<file path="src/rtl/rect_list_gather_pkg.sv">
// Shared types and sizing for the rect list gather block.
// The slot count N is 4.
// POSITION_WIDTH is fixed at 8, so one box {x1,y1,x2,y2} is 32 bits.
// Possibility is 4 bits; a value of 0 marks an empty slot.
package rect_list_gather_pkg;

    localparam int unsigned N        = 4;
    localparam int unsigned P_W      = 8;
    localparam int unsigned BOX_W    = 4 * P_W;
    localparam int unsigned R_W      = 4;
    localparam int unsigned POSI_MIN = 1;
    localparam int unsigned CNT_W    = $clog2(N + 1);

    typedef enum logic [1:0] {
        S_COLLECT = 2'd0,
        S_PUBLISH = 2'd1,
        S_START   = 2'd2
    } state_t;

    // One stored detection.
    typedef struct packed {
        logic [BOX_W-1:0] head;
        logic [BOX_W-1:0] hair;
        logic [R_W-1:0]   posi;
    } rect_t;

endpackage

</file>
<file path="src/rtl/rect_box_normalize.sv">
// Orders one box so that x1<=x2 and y1<=y2.
// Ports:
//   box     in   BOX_W   {x1,y1,x2,y2}, x1 in the MSBs
//   norm_c  out  BOX_W   the same box with each coordinate pair ordered (combinational)
module rect_box_normalize
    import rect_list_gather_pkg::*;
(
    input  logic [BOX_W-1:0] box,
    output logic [BOX_W-1:0] norm_c
);

    logic [P_W-1:0] x1;
    logic [P_W-1:0] y1;
    logic [P_W-1:0] x2;
    logic [P_W-1:0] y2;

    assign {x1, y1, x2, y2} = box;

    // The x pair and the y pair are swapped independently of each other.
    always_comb begin
        norm_c = {(x1 > x2) ? x2 : x1,
                  (y1 > y2) ? y2 : y1,
                  (x1 > x2) ? x1 : x2,
                  (y1 > y2) ? y1 : y2};
    end

endmodule

</file>
<file path="src/rtl/rect_list_gather.sv">
// Gathers per-frame detections into a slot bank. At each rising edge of
// i_vs it publishes the bank as packed lists and pulses o_start once.
// Optional macro RECT_LIST_SORT_EN: keep the bank sorted by posi, highest
// first. A new entry goes after existing entries of equal posi. When the
// bank is full, the lowest entry is evicted.
// Ports:
//   sys_clk, sys_rst   clock; synchronous active-high reset
//   i_vs               frame sync; a rising edge closes the frame
//   i_det_valid/o_det_ready, i_det_head, i_det_hair, i_det_posi
//                      detection handshake and payload
//   o_head_wire, o_hair_wire, o_posi_wire
//                      published lists; slot k is at [k*W +: W]
//   o_count            number of rects published
//   o_start            one-cycle pulse after a new list becomes visible
//   o_overflow         the published frame lost at least one detection
module rect_list_gather
    import rect_list_gather_pkg::*;
(
    input  logic               sys_clk,
    input  logic               sys_rst,
    input  logic               i_vs,
    input  logic               i_det_valid,
    output logic               o_det_ready,
    input  logic [BOX_W-1:0]   i_det_head,
    input  logic [BOX_W-1:0]   i_det_hair,
    input  logic [R_W-1:0]     i_det_posi,
    output logic [N*BOX_W-1:0] o_head_wire,
    output logic [N*BOX_W-1:0] o_hair_wire,
    output logic [N*R_W-1:0]   o_posi_wire,
    output logic [7:0]         o_count,
    output logic               o_start,
    output logic               o_overflow
);

    state_t           state;
    state_t           state_next;
    logic             vs_q;
    logic             vs_rise;
    rect_t            bank      [N];
    rect_t            bank_next [N];
    rect_t            shift_src [N];
    logic [CNT_W-1:0] wr_cnt;
    logic             ovf_pend;
    logic [CNT_W-1:0] ins_pos;
    logic             accept;
    logic             full;
    rect_t            new_rect;
    logic [BOX_W-1:0] head_norm;
    logic [BOX_W-1:0] hair_norm;

    rect_box_normalize u_norm_head (.box(i_det_head), .norm_c(head_norm));
    rect_box_normalize u_norm_hair (.box(i_det_hair), .norm_c(hair_norm));

    assign vs_rise = i_vs & ~vs_q;
    assign full    = (wr_cnt == CNT_W'(N));
    // Detections below the posi threshold are consumed but are not stored.
    assign accept  = (state == S_COLLECT) && i_det_valid && (i_det_posi >= R_W'(POSI_MIN));

    always_comb begin
        new_rect      = '0;
        new_rect.head = head_norm;
        new_rect.hair = hair_norm;
        new_rect.posi = i_det_posi;
    end

    // Select the insert slot. A value of N means the detection is dropped.
    always_comb begin
        ins_pos = '0;
`ifdef RECT_LIST_SORT_EN
        // Empty slots hold posi 0, which never reaches POSI_MIN.
        // Counting the entries >= new posi therefore places the new entry
        // after any equal entries. If the bank is full and every entry is
        // >= the new posi, the count is N and the detection is dropped.
        for (int k = 0; k < N; k++) begin
            if (bank[k].posi >= i_det_posi) begin
                ins_pos = ins_pos + CNT_W'(1);
            end
        end
`else
        ins_pos = wr_cnt;
`endif
    end

    // Insert network: slots below ins_pos keep their value, the new entry
    // goes to ins_pos, and slots above it take the entry one slot up.
    // Without sorting, everything above wr_cnt is zero, so the shift
    // leaves those slots unchanged.
    always_comb begin
        shift_src[0] = '0;
        for (int k = 1; k < N; k++) begin
            shift_src[k] = bank[k-1];
        end
        for (int k = 0; k < N; k++) begin
            bank_next[k] = bank[k];
            if (CNT_W'(k) == ins_pos) begin
                bank_next[k] = new_rect;
            end else if (CNT_W'(k) > ins_pos) begin
                bank_next[k] = shift_src[k];
            end
        end
    end

    // Next-state logic.
    always_comb begin
        state_next = state;
        case (state)
            S_COLLECT: if (vs_rise) state_next = S_PUBLISH;
            S_PUBLISH: state_next = S_START;
            S_START:   state_next = S_COLLECT;
            default:   state_next = S_COLLECT;
        endcase
    end

    // State register.
    always_ff @(posedge sys_clk) begin
        if (sys_rst) begin
            state <= S_COLLECT;
        end else begin
            state <= state_next;
        end
    end

    // Bank, edge detector and registered outputs.
    always_ff @(posedge sys_clk) begin
        if (sys_rst) begin
            vs_q        <= 1'b0;
            wr_cnt      <= '0;
            ovf_pend    <= 1'b0;
            o_det_ready <= 1'b1;
            o_start     <= 1'b0;
            o_count     <= '0;
            o_overflow  <= 1'b0;
            o_head_wire <= '0;
            o_hair_wire <= '0;
            o_posi_wire <= '0;
            for (int k = 0; k < N; k++) begin
                bank[k] <= '0;
            end
        end else begin
            vs_q        <= i_vs;
            o_det_ready <= (state_next == S_COLLECT);
            o_start     <= (state_next == S_START);
            if (state == S_PUBLISH) begin
                for (int k = 0; k < N; k++) begin
                    o_head_wire[k*BOX_W +: BOX_W] <= bank[k].head;
                    o_hair_wire[k*BOX_W +: BOX_W] <= bank[k].hair;
                    o_posi_wire[k*R_W +: R_W]     <= bank[k].posi;
                    bank[k]                       <= '0;
                end
                o_count    <= 8'(wr_cnt);
                o_overflow <= ovf_pend;
                wr_cnt     <= '0;
                ovf_pend   <= 1'b0;
            end else if (accept) begin
                if (ins_pos < CNT_W'(N)) begin
                    for (int k = 0; k < N; k++) begin
                        bank[k] <= bank_next[k];
                    end
                end
                if (full) begin
                    ovf_pend <= 1'b1;
                end else begin
                    wr_cnt <= wr_cnt + CNT_W'(1);
                end
            end
        end
    end

endmodule

</file>
<file path="config.mk">
export PLATFORM = sky130hd
export DESIGN_NAME = rect_list_gather
export DESIGN_NICKNAME = d
export VERILOG_FILES = /design/src/rtl/rect_list_gather_pkg.sv /design/src/rtl/rect_box_normalize.sv /design/src/rtl/rect_list_gather.sv
export SDC_FILE = /design/constraint.sdc
export NUM_CORES = 1
export LEC_CHECK = 0
export CORE_MARGIN = 2
export CORE_UTILIZATION = 50
export CTS_CLUSTER_SIZE = 25
export DETAILED_ROUTE_END_ITERATION = 8
export PLACE_DENSITY = 0.74
export SLEW_MARGIN = 40
export SYNTH_ARGS = -nofsm -noshare
export SYNTH_HDL_FRONTEND = slang
export SYNTH_HIERARCHICAL = 1
export SYNTH_SLANG_ARGS = --single-unit
</file>
<file path="constraint.sdc">
create_clock -name sys_clk -period 12.01 [get_ports sys_clk]
set_input_delay 1.201 -clock sys_clk [delete_from_list [all_inputs] [get_ports sys_clk]]
set_output_delay 1.201 -clock sys_clk [all_outputs]
set_load 0.02 [all_outputs]
</file>
==> metrics.md <==
| Metric | Value |
|---|---|
| Outcome | finished clean |
| Clk buf depth | 3 |
| Min Tclk post-route | 4100 ps |
| Number of CTS-inserted buffers | 55 |
| Largest net degree at the start of global routing | between 100 and 150 |
| Fin Setup TNS | 0 ps |
| Leakage | 10.4 nW |
| Pwr/cell area | between 150 and 200 mW/mm2 |
| Die Width | 213 um |
| Final WL | between 60,000 and 70,000 um |
| Sequential-to-total area share from yosys stat | between 60% and 70% |
| GRT Total Usage | between 20 and 30% |
| CTS tree | built |
| Hold Buf Count CTS | 0 |
| DRT iter0 DRCs | between 1,500 and 2,000 |
| Via count | ~16,000 |
| Layout cells sized above 1 | between 10% and 20% |
| Type of the worst setup path | in -> reg |
| Unrepaired setup endpoints after global routing | no |
| DRC violations left | 0 |
| VDD IR max | about 0.11 mV |
| Main area contributors after synthesis | dfxtp_1 32%, edfxtp_1 28%, a22o_1 11% |
| Max Cap Viol | 0 |
| Synth warn | 6 |
| Max transition margin | between 40% and 50% |
| Hold WC Path Type | reg -> reg |
| Pre-antenna DRT Iters | 5 |
| Asr flop ratio synth | 0% |
| Most used DFF post-synth | dfxtp_1 |
| Area leader, netlist | dfxtp_1 |
| I/O Pins | ~360 |
| Worst-Skew Late Latency | approximately 600 ps |
| Critical Path End Type | register |
| Actual slew at the worst max-slew pin | 845 ps |
| Post-cts repair resize count | 0 |
| Layout Nets | 2,208 |
| IO buf count | 349 |
| Final setup fails | 0 |
| Vias in the first global route | between 15,000 and 20,000 |
| # H-tree levels | 2 |
| Setup Fix Bufs, Post-CTS | 0 |
| Critical Path AT | roughly 4600 ps |
| Share of the clock period used by the worst path | around 34% |
| DR WL/cell | roughly 23 um |
| Peak fanout along the critical path | 66 |
| Final slew viol count | 0 |
| Post-route ant nets | 0 |
| Layout area overhead | 26.2% |
| Total power | 4.44 mW |
| Post-synth EDFFs | ~200 |
| F_max | 0.244 GHz |
| GPL Wtd Cong | between 0.8 and 0.9 |
| First-pass GRT wire length | between 90,000 and 100,000 um |
| Site Rows | 76 |
| Top cell type's share of synthesized area | about a third |
| Syn avg cell area | ~12 um2 |
| Mapped Area | ~0.022 mm2 |
| Clock transition at path regs | 60 ps |
| Post-DP HPWL | 40,500 um |
| Worst Path Required | between 10,000 and 15,000 ps |
| Clock sinks | approximately 560 |
| Unique masters post-synth | 47 |
| Fin. Hold Viols | 0 |
| Clock skew | about 14 ps |
| Die area | ~0.045 mm2 |
| Core Footprint | between 0.04 and 0.05 mm2 |
| Starting density of the core | around 51% |
| Die Y | approximately 210 um |
| GRT overflow | 0 |
| Root buffer cell | clkbuf_16 |
| Register bit total from synthesis | between 500 and 600 |
| Critical path startpoint category | primary input |
| Initial antenna violation count | 5 |
| Post-Syn Instances | 1,818 |
| Detail-routed via count per cell | 5.91 |
[cell usage in the layout (no fill, tap or decap), drive strengths merged, types with 3 or more instances in the layout]
master         instances
mux2                  64
o21ai                  6
nand4                  9
dfxtp                352
diode                  3
nor2b                  8
buf                   26
o211ai                 4
bufinv                 4
clkdlybuf4s50        349
or3                    4
and3                  69
mux2i                 68
nor2                   8
ha                    35
a22o                 276
nor3                   3
conb                   5
nand2                279
edfxtp               204
a21oi                157
clkbuf                92
o22ai                  4
inv                   36
clkinv                 9
o2bb2ai               68
[worst paths after layout]
| check | start | endpoint | slack (ps) | cells past startpoint |
|---|---|---|---|---|
| max | i_det_posi[2] | bank[2][23]$_SDFFE_PP0P_ | 7910 | 7 |
| max reg2reg | ins_pos[2]$_SDFFE_PP0P_ | bank[2][23]$_SDFFE_PP0P_ | 8740 | 6 |
| min | ovf_pend$_SDFFE_PP0P_ | ovf_pend$_SDFFE_PP0P_ | 450 | 2 |
| min reg2reg | ovf_pend$_SDFFE_PP0P_ | ovf_pend$_SDFFE_PP0P_ | 450 | 2 |
[metrics by stage]
stage / setup slack [ps] / instance area, um2 / std cells / hold WS (ps) / util (%)
floorplan: 5020 / 21900 / 1822 / 425 / -
global placement: 7100 / 25600 / 2626 / 443 / 59.5
detailed placement: 7320 / 25700 / 2628 / 443 / 59.6
CTS: 7950 / 27500 / 2732 / 450 / 63.9
global route: 7800 / 27600 / 2736 / 469 / 64.0
finish: 7910 / 27600 / 2736 / 453 / 64.0
[area by class of cell]
class                   count  area [um2]
inverters                  35         131
diodes                      3        7.51
repair buffers            377        3770
multi-input cells        1076        7910
clock inverters            14         185
flip-flops and latches    556       13200
clock buffers              90        1660
well taps                 585         732
fillers                  3249       15500
[synth_stat cells, drive strengths merged, types with 8 or more instances]
cell / count
buf: 57
clkbuf: 98
nand4: 9
nor2b: 8
nand2: 279
mux2: 64
a21oi: 157
edfxtp: 204
mux2i: 68
o2bb2ai: 68
ha: 35
nor2: 8
dfxtp: 352
a22o: 276
inv: 35
and3: 69
[per-layer routing]
layer | global-route usage, % | up-vias | part of all wire (%)
met1 | 37.7 | 7989 | 41
met4 | 9.33 | 4 | 2.5
met3 | 5.35 | 96 | 8.9
met2 | 43.6 | 788 | 47
li1 | - | 7301 | -
met5 | 0 | - | 0.051
[worst max-delay path, stage by stage]
cell	delay (ps)
clkdlybuf4s50_1	530
or4_4	580
nand4_1	110
buf_4	630
or3_2	730
buf_4	570
o2bb2ai_1	160
[cells by family after synthesis]
group	count (synthesis)	synth area share, %
AOI/OAI and AO/OA	517	18.5
adders and majority gates	35	2.00
buffers and inverters	190	3.92
DFF	556	60.3
muxes	132	7.10
other	1	0.0172
and+or+nand+nor	387	8.18
[sequential cells by signal, summed over array words and instances, names as in the netlist]
name	flops
o_overflow	1
state	2
o_head_wire	128
o_count	3
ins_pos	3
o_hair_wire	128
o_posi_wire	16
ovf_pend	1
o_det_ready	1
vs_q	1
bank	272
[power breakdown]
group	internal [mW]	total [mW]	switching, mW
sequential	2.08	2.15	0.0740
combinational	0.209	0.535	0.326
clock	1.03	1.75	0.716
total	3.32	4.44	1.12
Note: power is estimated with default switching activity, not from simulation.
